<file path="config.mk">
export PLATFORM = sky130hd
export DESIGN_NAME = soc_mem_arbiter
export DESIGN_NICKNAME = d
export VERILOG_FILES = /design/src/rtl/soc_mem_arbiter.sv
export SDC_FILE = /design/constraint.sdc
export NUM_CORES = 1
export LEC_CHECK = 0
export BUFFER_PORTS_ARGS = -buffer_cell sky130_fd_sc_hd__buf_2
export CORE_MARGIN = 1
export CORE_UTILIZATION = 50
export DETAILED_ROUTE_END_ITERATION = 12
export PLACE_DENSITY = 0.88
export REMOVE_ABC_BUFFERS = 1
export SYNTH_ARGS = -nofsm -noshare
export SYNTH_HDL_FRONTEND = slang
export SYNTH_SLANG_ARGS = --single-unit
</file>
<file path="constraint.sdc">
create_clock -name CLK -period 3.2 [get_ports CLK]
set_input_delay 0.32 -clock CLK [delete_from_list [all_inputs] [get_ports CLK]]
set_output_delay 0.32 -clock CLK [all_outputs]
set_load 0.03 [all_outputs]
</file>
<file path="src/rtl/soc_mem_arbiter.sv">
// Purpose: shares one 32-bit memory port between the CPU (m0) and UART loader (m1), round-robin, one transaction in flight.
// Latency: request sampled in IDLE -> mem_valid next cycle; mem_ready -> master ready next cycle; minimum 3 cycles request-to-ready.
// Backpressure: masters hold valid until their ready pulse; a hung memory access is aborted by a watchdog with err=1.
module soc_mem_arbiter #(
    parameter int          ADDR_W   = 24,
    parameter int          TIMEOUT  = 255,
    parameter logic [31:0] ERR_DATA = 32'hDEADBEEF
) (
    input  logic              CLK,
    input  logic              RESET,
    input  logic              m0_valid,
    input  logic [ADDR_W-1:0] m0_addr,
    input  logic [31:0]       m0_wdata,
    input  logic [3:0]        m0_wmask,
    output logic              m0_ready,
    output logic [31:0]       m0_rdata,
    output logic              m0_err,
    input  logic              m1_valid,
    input  logic [ADDR_W-1:0] m1_addr,
    input  logic [31:0]       m1_wdata,
    input  logic [3:0]        m1_wmask,
    output logic              m1_ready,
    output logic [31:0]       m1_rdata,
    output logic              m1_err,
    output logic              mem_valid,
    output logic [ADDR_W-1:0] mem_addr,
    output logic [31:0]       mem_wdata,
    output logic [3:0]        mem_wmask,
    input  logic              mem_ready,
    input  logic [31:0]       mem_rdata
);

    // Counter only needs to reach TIMEOUT-1.
    localparam int                CNT_W    = (TIMEOUT > 2) ? $clog2(TIMEOUT) : 1;
    localparam logic              WDOG_EN  = (TIMEOUT != 0);
    localparam logic [CNT_W-1:0]  CNT_LAST = CNT_W'(TIMEOUT - 1);

    typedef enum logic [1:0] {
        IDLE = 2'd0,
        BUSY = 2'd1,
        DONE = 2'd2
    } state_t;

    state_t           state;
    logic             last_grant;
    logic             gnt;
    logic [CNT_W-1:0] wdog_cnt;

    logic pick_m1;
    logic req_any;
    logic wdog_fire;
    logic finish;

    // m1 wins when it is the only requester, or on a tie when m0 was served last.
    assign pick_m1   = m1_valid & (~m0_valid | ~last_grant);
    assign req_any   = m0_valid | m1_valid;
    assign wdog_fire = WDOG_EN & (wdog_cnt == CNT_LAST);
    assign finish    = mem_ready | wdog_fire;

    // Arbiter FSM with all master- and memory-side outputs registered.
    always_ff @(posedge CLK or negedge RESET) begin
        if (!RESET) begin
            state      <= IDLE;
            last_grant <= 1'b1;
            gnt        <= 1'b0;
            wdog_cnt   <= '0;
            mem_valid  <= 1'b0;
            mem_addr   <= '0;
            mem_wdata  <= '0;
            mem_wmask  <= '0;
            m0_ready   <= 1'b0;
            m0_rdata   <= '0;
            m0_err     <= 1'b0;
            m1_ready   <= 1'b0;
            m1_rdata   <= '0;
            m1_err     <= 1'b0;
        end else begin
            case (state)
                IDLE: begin
                    if (req_any) begin
                        gnt        <= pick_m1;
                        last_grant <= pick_m1;
                        mem_valid  <= 1'b1;
                        mem_addr   <= pick_m1 ? m1_addr  : m0_addr;
                        mem_wdata  <= pick_m1 ? m1_wdata : m0_wdata;
                        mem_wmask  <= pick_m1 ? m1_wmask : m0_wmask;
                        wdog_cnt   <= '0;
                        state      <= BUSY;
                    end
                end
                BUSY: begin
                    // A real completion takes priority over a watchdog abort in the same cycle.
                    if (finish) begin
                        mem_valid <= 1'b0;
                        state     <= DONE;
                        if (gnt) begin
                            m1_ready <= 1'b1;
                            m1_err   <= ~mem_ready;
                            m1_rdata <= mem_ready ? mem_rdata : ERR_DATA;
                        end else begin
                            m0_ready <= 1'b1;
                            m0_err   <= ~mem_ready;
                            m0_rdata <= mem_ready ? mem_rdata : ERR_DATA;
                        end
                    end else begin
                        wdog_cnt <= wdog_cnt + CNT_W'(1);
                    end
                end
                DONE: begin
                    // One-cycle pause lets the served master drop valid before re-arbitration.
                    m0_ready <= 1'b0;
                    m1_ready <= 1'b0;
                    state    <= IDLE;
                end
                default: begin
                    state <= IDLE;
                end
            endcase
        end
    end

endmodule

</file>
# [Yosys cells after proc, flatten, opt, wreduce, memory -nomap -nowiden]
# Cells that the tools add are included.
[op_classes] muxes=19 bitwise_logic=8 add_sub_neg=1 n_reduce_logical=11 eq_ne=8
[ops] operator="32-bit 2-to-1 mux" count=2
[ops] operator="24-bit 2-to-1 mux" count=1
[ops] operator="3-bit AND reduction" count=6
[ops] operator="8-bit 2-to-1 mux" count=2
[ops] operator="8-bit case mux with 2 select lines" count=1
[ops] operator="2-bit inequality test (second input constant)" count=5
[ops] operator="8-bit by 1-bit adder with 8-bit output (second input constant)" count=1
[ops] operator="8-bit == test (second input constant)" count=1
[ops] operator="1-bit 2-to-1 mux" count=6
[ops] operator="1-bit case mux with 2 select lines" count=3
[ops] operator="2-bit 2-to-1 mux" count=2
[ops] operator="4-bit 2-to-1 mux" count=1
[ops] operator="1-bit inverter" count=4
[ops] operator="2-bit case mux with 2 select lines" count=1
[ops] operator="2-bit AND reduction" count=2
[ops] operator="2-bit nonzero test" count=2
[ops] operator="1-bit bitwise OR" count=3
[ops] operator="2-bit by 1-bit == test with 1-bit output (second input constant)" count=1
[ops] operator="2-bit == test (second input constant)" count=1
[ops] operator="2-bit zero test" count=1
[ops] operator="1-bit AND" count=1
[totals] input_bits=157 word_cells=61 ff_bits=141 output_inout_bits=129

# [Longest topological paths before layout]
# Gate-level depths: netlist of the first run.
[depth] depth_word=4 depth_mapped=7 depth_no_buf=7

# [Least setup slack after synthesis of the first run]
# Ideal clock, no wire load.
[synth_path] path_type="reg2reg" from="reg wdog_cnt[0]" to="reg m1_rdata[14]" synth_period_minus_slack_ns=1.554 required_time_ns=3.079 arrival_time_ns=1.433 path_slack_ns=1.646 path_stages_with_launch=8 n_path_buf=1 setup_time_ns=0.121 path_cell_list="dfrtp_1 > inv_1 > ha_1 > nand3_1 > o21a_4 > or2_1 > buf_6 > a22o_1"
[synth_via] elab_chain_len=3
[synth_rtl] element="from (decl)" line_no="47" text="logic [CNT_W-1:0] wdog_cnt;"
[synth_rtl] element="from (signal assigned)" line_no="106" text="wdog_cnt <= wdog_cnt + CNT_W'(1);"
[synth_rtl] element="8-bit == test" line_no="57" text="assign wdog_fire = WDOG_EN & (wdog_cnt == CNT_LAST);"
[synth_rtl] element="1-bit bitwise OR" line_no="58" text="assign finish = mem_ready | wdog_fire;"
[synth_rtl] element="3-bit AND reduction (no line)"
[synth_rtl] element="to (signal assigned)" line_no="99" text="m1_rdata <= mem_ready ? mem_rdata : ERR_DATA;"
[synth_rtl] element="to (decl)" line_no="23" text="output logic [31:0] m1_rdata,"
# Every way passes these cells.
# A chain may end at the register's enable or synchronous reset.

# [Final worst setup path of the first run]
[layout_path] from="reg state[0]" to="reg m1_rdata[28]"
[layout_via] elab_chain_len=2
[layout_rtl] element="from (decl)" line_no="44" text="state_t state;"
[layout_rtl] element="from (signal assigned)" line_no="63" text="state <= IDLE;"
[layout_rtl] element="from (signal assigned)" line_no="88" text="state <= BUSY;"
[layout_rtl] element="from (signal assigned)" line_no="95" text="state <= DONE;"
[layout_rtl] element="2-bit by 1-bit == test with 1-bit output" line_no="78" text="case (state)"
[layout_rtl] element="3-bit AND reduction (no line)"
# Every way passes these cells.

==> impl_metrics.py, run 1 <==
metrics = {
    "place": {
        "placed_cell_area_um2": 7380,
        "placed_cells": 891,
        "hpwlAfterDp_mm": 11.5,
        "port_buffers": 285,
        "dp_slack_ns": 0.989,
        "gp_congestion": 0.858,
    },
    "logic_synthesis": {
        "synth_ff_type": "dfrtp_1",
        "ys_seq_area_share_pct": 60.0,
        "avgSynthCellArea_um2": 12.0,
        "synthTopCellsByCount": "dfrtp_1, nand2_1, o21ai_0",
        "synthArstFlopShare_pct": 100,
        "ys_ff_latch": 141,
        "synth-edff-count": 0,
        "synthCells": 491,
        "syn_area_um2": 5880,
        "yosys_warnings": 0,
        "netlist.area_leader.share_pct": 59.6,
        "yosysMostFrequentCell": "dfrtp_1",
        "synth_area_leader_cell": "dfrtp_1",
        "synthTopCellsByArea": "dfrtp_1, mux2i_1, o21ai_0, nand2_1, o22a_2",
        "synthDistinctLibCells": 41,
    },
    "sta": {
        "setup_tns_ns": 0,
        "slew_headroom_pct": 34.5,
        "worst_slack_ns": 1.02,
        "finalHoldViolCount": 0,
        "fin_worst_skew_ns": 0.0145,
        "maxSlewViolCount": 0,
        "period_needed_ns": 2.18,
        "period_share_pct": 68.3,
        "fin_hold_ws_ns": 0.159,
        "tightest_slew_ns": 0.979,
        "grt_setup_unrepaired": "no",
        "setup_violations": 0,
        "max_freq_ghz": 0.458,
    },
    "clocking": {
        "clk_path_buf_depth": 2,
        "path_clk_slew_ns": 0.06,
        "cts_setup_buffers": 0,
        "ctsResizeCount": 0,
        "numClockSinks": 141,
        "cts_tree": "built",
        "clockRootBuffer": "clkbuf_16",
        "htreeDepth": 4,
        "clk_latency_ns": 0.41,
        "numCtsBuffers": 17,
    },
    "global_route": {
        "grt-ovfl-total": 0,
        "grt_usage_pct": 26.2,
        "grt_pass1_vias": 4987,
        "grt_pass1_wl_mm": 25.1,
        "antenna_found_initial": 0,
        "grt_max_degree": 82,
    },
    "floorplan": {
        "die_area_um2": 12200,
        "rows": 39,
        "core_area_um2": 11400,
        "die_x_um": 110,
        "die_y_um": 110,
        "initial_utilization_pct": 51.5,
        "io_pins": 286,
    },
    "status": {
        "outcome": "finished clean",
    },
    "worst_setup_path": {
        "path_max_fanout": 24,
        "cp-end-kind": "flop",
        "r2r_start": "state[0]$_DFFE_PN0P_",
        "path_class": "flop to flop",
        "start_kind": "flop",
        "critPathLaunch": "state[0]$_DFFE_PN0P_",
        "required_ns": 3.48,
        "critPathArrivalTime_ns": 2.47,
    },
    "drt": {
        "dr.pass1.iters": 4,
        "drtIter0Drc": 348,
        "remaining_drc_errors": 0,
        "ant_nets": 0,
        "viasPerCell": 5.40,
        "wl_per_cell_um": 16.7,
        "num_vias": 4985,
        "drt_wl_total_mm": 15.4,
    },
    "power": {
        "p_total_mw": 9.08,
        "power-per-cell-area_nw_per_um2": 1140,
        "ir_drop_mv": 0.831,
        "power.leakage_nw": 3.97,
    },
    "finish": {
        "fin_area_um2": 8000,
        "drive_above_1_share_pct": 45.3,
        "utilization_pct": 70.0,
        "final_cells": 924,
        "num_antenna_cells": 0,
        "multi_input_area_um2": 2160,
        "fin_nets": 927,
        "syn_to_final_growth_pct": 36.0,
        "seq_area_um2": 3530,
        "fillers": 838,
    },
    "min_path": {
        "holdCritStartpoint": "mem_rdata[17]",
        "worstHoldPathType": "primary input to flop",
    },
    "run": {
        "maxCapViolations": 0,
    },
}
==> routing by layer <==
| metal | track usage, % | wire length (um) | up-vias |
|---|---|---|---|
| li1 | - | - | 2327 |
| met1 | 31.7 | 5990 | 2400 |
| met2 | 45.0 | 8140 | 236 |
| met3 | 6.31 | 973 | 22 |
| met4 | 10.6 | 294 | 0 |
| met5 | 0 | 0 | - |
==> path summary, 6_finish.rpt <==
kind                                            end  slack (ns)  depth (start not counted)
max                        m1_rdata[28]$_DFFE_PN0P_        1.02                          3
min                        m0_rdata[17]$_DFFE_PN0P_        0.16                          2
max reg2reg                m1_rdata[28]$_DFFE_PN0P_        1.02                          3
min reg2reg                 mem_addr[7]$_DFFE_PN0P_        0.48                          2
max in group asynchronous    last_grant$_DFFE_PN1P_        1.85                          3
min in group asynchronous  m0_rdata[29]$_DFFE_PN0P_        0.50                          2
==> registers in the layout, indices dropped and copies added, names as in the netlist <==
name	cells
m0_rdata	32
wdog_cnt	8
mem_addr	24
mem_valid	1
m1_ready	1
m0_err	1
state	2
mem_wdata	32
m1_err	1
m0_ready	1
m1_rdata	32
gnt	1
mem_wmask	4
last_grant	1
==> critical path, stage by stage, from the launching register on <==
cell and delay (ns):
dfrtp_1 0.38, nor2b_1 0.42, nand3_1 0.77, o22a_1 0.50
==> area by class of cell <==
type	count	share of cell area [%]
inverters	4	0.188
repair buffers	291	18.8
clock buffers	21	5.63
flip-flops and latches	141	44.1
clock inverters	11	1.96
well taps	143	2.24
multi-input cells	313	27.0
==> placed cells by master, fill, tap and decap left out, drive strengths merged <==
| master | Yosys | routed |
|---|---|---|
| buf | 21 | 290 |
| dfrtp | 140 | 140 |
| nand2 | 70 | 70 |
| o21ai | 67 | 67 |
| mux2i | 60 | 60 |
| o22a | 48 | 48 |
| clkbuf | 11 | 21 |
| a22o | 17 | 17 |
| nor2 | 11 | 11 |
| nand3 | 9 | 9 |
| inv | 4 | 7 |
| a21oi | 4 | 4 |
| nor3 | 4 | 4 |
| a31oi | 3 | 3 |
| clkinvlp | 0 | 3 |
| bufinv | 0 | 3 |
| nand2b | 2 | 2 |
| o211ai | 2 | 2 |
| a21o | 2 | 2 |
| ha | 2 | 2 |
| clkinv | 0 | 2 |
| nand4 | 2 | 2 |
| o21a | 2 | 2 |
| or3 | 2 | 2 |
| nor2b | 1 | 1 |
| or2 | 1 | 1 |
| a21boi | 1 | 1 |
| and2 | 1 | 1 |
| a211o | 1 | 1 |
| o311ai | 1 | 1 |
| dlygate4sd3 | 0 | 1 |
| dfstp | 1 | 1 |
==> kinds of logic (layout without fill, tap and decap cells) <==
| group | after synthesis | count (layout) | share of synthesized area (%) |
|---|---|---|---|
| AOI/OAI and AO/OA | 148 | 148 | 17.9 |
| DFF | 141 | 141 | 60.0 |
| and+or+nand+nor | 103 | 103 | 7.81 |
| muxes | 60 | 60 | 10.2 |
| buffers and inverters | 37 | 327 | 3.64 |
| adders and majority gates | 2 | 2 | 0.425 |
==> power breakdown <==
part | internal, mW | switching [mW] | total, mW
clock network | 1.26 | 0.743 | 2.00
registers | 2.60 | 0.495 | 3.10
logic | 1.24 | 2.74 | 3.98
total | 5.10 | 3.98 | 9.08
==> what timing repair did <==
action | in CTS | in global routing
setup endpoints to repair | 0 | 0
hold buffers | 1 | 0
endpoints found under the hold margin | 71 | 0
Note: power is estimated with default switching activity, not from simulation.
==> run 2, diff against run 1 <==
--- a/config.mk
+++ b/config.mk
@@ -7,9 +7,9 @@
 export LEC_CHECK = 0
 export BUFFER_PORTS_ARGS = -buffer_cell sky130_fd_sc_hd__buf_2
 export CORE_MARGIN = 1
-export CORE_UTILIZATION = 50
+export CORE_UTILIZATION = 42
 export DETAILED_ROUTE_END_ITERATION = 12
-export PLACE_DENSITY = 0.88
+export PLACE_DENSITY = 0.79
 export REMOVE_ABC_BUFFERS = 1
 export SYNTH_ARGS = -nofsm -noshare
 export SYNTH_HDL_FRONTEND = slang
==> constraint.sdc (replaced) <==
create_clock -name CLK -period 1.9 [get_ports CLK]
set_input_delay 0.19 -clock CLK [delete_from_list [all_inputs] [get_ports CLK]]
set_output_delay 0.19 -clock CLK [all_outputs]
set_load 0.03 [all_outputs]
==> impl_metrics.py, run 2 (synthesis gave the netlist of run 1 again) <==
metrics = {
    "status": {
        "outcome": "finished clean",
    },
    "min_path": {
        "worstHoldPathType": "primary input to flop",
        "min_to": "m1_rdata[8]$_DFFE_PN0P_",
        "min_path_cells": 2,
        "holdCritStartpoint": "mem_rdata[8]",
    },
    "global_route": {
        "grt_usage_pct": 21.3,
        "antenna_found_initial": 1,
        "grt_use_met2_pct": 35.7,
        "grt_pass1_wl_mm": 23.5,
        "grt_use_met3_pct": 5.71,
        "grt-ovfl-total": 0,
        "grt_use_met1_pct": 26.0,
        "grt_pass1_vias": 4584,
        "grt_max_degree": 91,
        "busiest_layer": "met2",
    },
    "clocking": {
        "clk_latency_ns": 0.41,
        "clk_path_buf_depth": 2,
        "numCtsBuffers": 17,
        "htreeDepth": 4,
        "path_clk_slew_ns": 0.06,
        "cts_tree": "built",
        "numClockSinks": 141,
        "clockRootBuffer": "clkbuf_16",
    },
    "finish": {
        "largest_registers": "m0_rdata (32), m1_rdata (32), mem_wdata (32)",
        "multi_input_area_um2": 2160,
        "final_cell_mix": "buf_2, dfrtp_1, nand2_1, o21ai_0, mux2i_1",
        "drive_above_1_share_pct": 46.4,
        "fillers": 1160,
        "fin_nets": 943,
        "syn_to_final_growth_pct": 39.9,
        "layout_commonest_cell": "buf_2",
        "seq_area_um2": 3530,
    },
    "floorplan": {
        "initial_utilization_pct": 43.7,
        "die_x_um": 120,
        "rows": 42,
        "io_pins": 286,
        "die_area_um2": 14500,
        "core_area_um2": 13500,
        "die_y_um": 120,
    },
    "place": {
        "gp_congestion": 0.787,
        "port_buffers": 285,
        "hpwlAfterDp_mm": 11.2,
    },
    "run": {
        "maxCapViolations": 0,
    },
    "worst_setup_path": {
        "required_ns": 2.14,
        "critPathMaxStageDelay_ns": 0.61,
        "r2r_cells": 5,
        "crit_chain": "nor2_1 -> buf_4 -> o21ai_4 -> buf_4 -> o21ai_0",
        "rrSetupSlack_ns": 0.15,
        "start_kind": "flop",
        "crit_family": "buffers and inverters",
        "reg2reg_to": "mem_wdata[22]$_DFFE_PN0P_",
        "cp-end-kind": "flop",
        "crit_slowest_cell": "buf_4",
        "path_max_fanout": 90,
        "path_class": "flop to flop",
        "path_buf_inv": 2,
        "critPathArrivalTime_ns": 1.99,
        "r2r_start": "state[1]$_DFFE_PN0P_",
        "timing.critical_path.mode_cell": "buf_4",
    },
    "drt": {
        "viasPerCell": 4.99,
        "ant_nets": 0,
        "num_vias": 4858,
        "dr.pass1.iters": 4,
        "drtIter0Drc": 160,
        "wl_per_cell_um": 15.4,
        "drt_wl_total_mm": 15.0,
        "remaining_drc_errors": 0,
    },
    "power": {
        "power.leakage_nw": 4.08,
        "p_total_mw": 15.6,
        "ir_drop_mv": 0.830,
        "power-per-cell-area_nw_per_um2": 1890,
    },
    "sta": {
        "maxSlewViolCount": 0,
        "finalHoldViolCount": 0,
        "slew_headroom_pct": 49.1,
        "period_share_pct": 91.9,
        "max_freq_ghz": 0.573,
        "fin_worst_skew_ns": 0.00826,
        "setup_violations": 0,
        "setup_tns_ns": 0,
        "grt_setup_unrepaired": "no",
        "period_needed_ns": 1.75,
        "fin_hold_ws_ns": 0.0207,
        "tightest_slew_ns": 0.764,
    },
}
==> run 2: final cells by class <==
class	instances	area share, %
multi-input cells	313	26.2
clock inverters	11	2.30
repair buffers	307	20.2
diodes	1	0.0304
clock buffers	21	5.47
flip-flops and latches	141	42.9
inverters	4	0.182
well taps	176	2.68
==> run 2: repair_timing <==
| action | in CTS | in global routing |
|---|---|---|
| setup buffers | 0 | 0 |
| hold endpoints to repair | 109 | 0 |
| gates resized for setup | 0 | 0 |
| hold buffers | 1 | 0 |
==> run 2: through the flow <==
stage / util, % / instances / cell area [um^2] / setup slack (ns)
global placement: 56.3 / 940 / 7580 / 0.241
floorplan: - / 458 / 5680 / -5.62
CTS: 61.2 / 973 / 8230 / 0.165
finish: 61.2 / 974 / 8230 / 0.154
global route: 61.2 / 973 / 8230 / 0.00367
detailed placement: 56.3 / 940 / 7580 / 0.180
==> run 2: how the worst max path moves through the flow <==
stage | start | end | slack [ns] | depth (start not counted)
6_report | state[1]$_DFFE_PN0P_ | mem_wdata[22]$_DFFE_PN0P_ | 0.15 | 5
5_1_grt | state[1]$_DFFE_PN0P_ | mem_wdata[22]$_DFFE_PN0P_ | 0.004 | 5
4_1_cts | wdog_cnt[0]$_DFFE_PN0P_ | wdog_cnt[3]$_DFFE_PN0P_ | 0.17 | 7
3_5_place_dp | state[1]$_DFFE_PN0P_ | mem_wdata[22]$_DFFE_PN0P_ | 0.18 | 5
3_3_place_gp | wdog_cnt[0]$_DFFE_PN0P_ | wdog_cnt[3]$_DFFE_PN0P_ | 0.24 | 7
2_1_floorplan | last_grant$_DFFE_PN1P_ | mem_addr[0]$_DFFE_PN0P_ | -5.62 | 3
==> run 2: power breakdown <==
| part | switching [mW] | total (mW) | leakage [nW] | internal (mW) |
|---|---|---|---|---|
| combinational | 4.66 | 6.88 | 2.10 | 2.22 |
| clock | 1.20 | 3.56 | 0.307 | 2.36 |
| sequential | 0.753 | 5.14 | 1.67 | 4.38 |
==> run 2: per-layer routing <==
layer	vias to the layer above	part of all wire [%]
li1	2366	-
met1	2261	42
met2	216	49
met3	15	7.1
met4	0	1.7
met5	-	0
==> run 3, diff against run 2 <==
==> constraint.sdc (replaced) <==
create_clock -name CLK -period 1.6 [get_ports CLK]
set_input_delay 0.16 -clock CLK [delete_from_list [all_inputs] [get_ports CLK]]
set_output_delay 0.16 -clock CLK [all_outputs]
set_load 0.03 [all_outputs]
==> impl_metrics.py, run 3 (synthesis gave the netlist of run 1 again) <==
metrics = {
    "worst_setup_path": {
        "start_kind": "flop",
        "r2r_cells": 7,
        "reg2reg_to": "wdog_cnt[3]$_DFFE_PN0P_",
        "rrSetupSlack_ns": 0.04,
        "cp-end-kind": "flop",
        "path_max_fanout": 5,
        "required_ns": 1.90,
        "crit_end": "wdog_cnt[3]$_DFFE_PN0P_",
        "critPathArrivalTime_ns": 1.86,
        "critPathLaunch": "wdog_cnt[0]$_DFFE_PN0P_",
        "path_class": "flop to flop",
        "r2r_start": "wdog_cnt[0]$_DFFE_PN0P_",
    },
    "floorplan": {
        "die_x_um": 120,
        "core_area_um2": 13500,
        "io_pins": 286,
        "rows": 42,
        "initial_utilization_pct": 43.7,
        "die_area_um2": 14500,
        "die_y_um": 120,
    },
    "sta": {
        "fin_worst_skew_ns": 0.00777,
        "tightest_slew_ns": 0.430,
        "finalHoldViolCount": 0,
        "period_share_pct": 97.5,
        "setup_violations": 0,
        "slew_headroom_pct": 71.3,
        "period_needed_ns": 1.56,
        "maxSlewViolCount": 0,
        "grt_setup_unrepaired": "yes",
        "fin_hold_ws_ns": 0.0202,
        "max_freq_ghz": 0.641,
    },
    "finish": {
        "syn_to_final_growth_pct": 43.9,
        "fin_nets": 972,
        "drive_above_1_share_pct": 46.0,
        "largest_registers": "m0_rdata (32), m1_rdata (32), mem_wdata (32)",
        "layout_commonest_cell": "buf_2",
        "fillers": 1077,
        "fin_area_um2": 8460,
        "final_cell_mix": "buf_2, dfrtp_1, nand2_1, o21ai_0, mux2i_1",
    },
    "drt": {
        "drtIter0Drc": 204,
        "ant_nets": 0,
        "remaining_drc_errors": 0,
        "num_vias": 5029,
        "viasPerCell": 5.01,
        "drt_wl_total_mm": 15.8,
        "dr.pass1.iters": 4,
        "wl_per_cell_um": 15.8,
    },
    "clocking": {
        "cts_tree": "built",
        "numCtsBuffers": 17,
        "clockRootBuffer": "clkbuf_16",
        "numClockSinks": 141,
        "htreeDepth": 4,
        "clk_latency_ns": 0.42,
        "clk_path_buf_depth": 2,
        "path_clk_slew_ns": 0.06,
    },
    "place": {
        "hpwlAfterDp_mm": 11.5,
        "port_buffers": 285,
        "placed_cell_area_um2": 7600,
        "gp_congestion": 0.791,
    },
    "global_route": {
        "grt_usage_pct": 23.0,
        "grt_max_degree": 109,
        "grt-ovfl-total": 0,
        "antenna_found_initial": 1,
        "grt_pass1_wl_mm": 25.4,
        "grt_pass1_vias": 5050,
    },
    "run": {
        "maxCapViolations": 0,
    },
    "min_path": {
        "worstHoldPathType": "primary input to flop",
    },
    "power": {
        "power.leakage_nw": 4.17,
        "power-per-cell-area_nw_per_um2": 2150,
        "ir_drop_mv": 0.927,
    },
    "status": {
        "outcome": "finished clean",
    },
}
-- run 3: cell types whose count changed in the layout (fill, tap and decap cells not counted), sizes merged, moves of 2 or more --
cell         previous run  this run
clkinvlp                2         4
clkbuf                 21        19
buf                   306       309
bufinv                  5         1
clkinv                  3         6
dlygate4sd3             1        27
-- run 3: repair_timing --
item / 4_1_cts / 5_1_grt
endpoints found under the hold margin: 121 / 0
gates resized for setup: 3 / 3
setup buffers: 1 / 0
pin swaps: 1 / 2
endpoints found under the setup margin: 19 / 35
hold buffers: 27 / 0
cloned: 0 / 0
-- run 3: final cells by class --
type / count / area (um^2) / share of cell area (%)
sequential: 141 / 3530 / 41.7
multi-input combinational: 313 / 2180 / 25.7
timing repair buffer: 336 / 1960 / 23.1
clock buffer: 19 / 443 / 5.24
tap: 176 / 220 / 2.60
clock inverter: 13 / 115 / 1.36
inverter: 4 / 15.0 / 0.177
antenna: 1 / 2.50 / 0.0296
-- run 3: routing by layer --
layer  GRT usage [%]  wire, um  vias up  part of all wire [%]
met2            40.6      8010      226                    51
met1            26.7      6360     2355                    40
met4            8.56       323        0                   2.0
met5               0         0        -                     0
li1                -         -     2424                     -
met3            6.08      1110       24                   7.0
-- run 3: how the worst min path moves through the flow --
stage / startpoint / end / cells past startpoint / slack, ns
after floorplan: RESET / gnt$_DFFE_PN0P_ / 0 / -0.14
after global placement: RESET / m0_rdata[20]$_DFFE_PN0P_ / 1 / 0.09
after detailed placement: RESET / m0_rdata[20]$_DFFE_PN0P_ / 1 / 0.1
after CTS: mem_rdata[6] / m0_rdata[6]$_DFFE_PN0P_ / 2 / 0.002
after global routing: mem_rdata[6] / m0_rdata[6]$_DFFE_PN0P_ / 2 / 0.0005
final: mem_rdata[27] / m1_rdata[27]$_DFFE_PN0P_ / 2 / 0.02
-- run 3: report_power, final --
group / switching, mW / leakage [nW] / total, mW / internal (mW)
clock: 1.50 / 0.266 / 3.68 / 2.18
combinational: 5.60 / 2.24 / 8.36 / 2.76
sequential: 0.935 / 1.67 / 6.14 / 5.20
-- run 3: worst max-delay path, cell delays in order (launching register included) --
cell and delay [ns]:
dfrtp_1 0.34, inv_1 0.05, ha_1 0.20, nand3_2 0.10, o211ai_1 0.10, buf_4 0.17, and2_4 0.17, a211o_2 0.32
-- run 3: through the flow --
step	total power [mW]	TNS [ns]	instances	setup slack, ns	util (%)
2_1_floorplan	11.4	-392.03	458	-5.92	-
3_3_place_gp	14.2	-0.0145	942	-0.0145	56.5
3_5_place_dp	14.5	-0.412	942	-0.0821	56.5
4_1_cts	18.3	0	1002	0.00698	62.8
5_1_grt	19.3	-0.335	1002	-0.0242	62.9
6_report	18.2	0	1003	0.0400	62.9
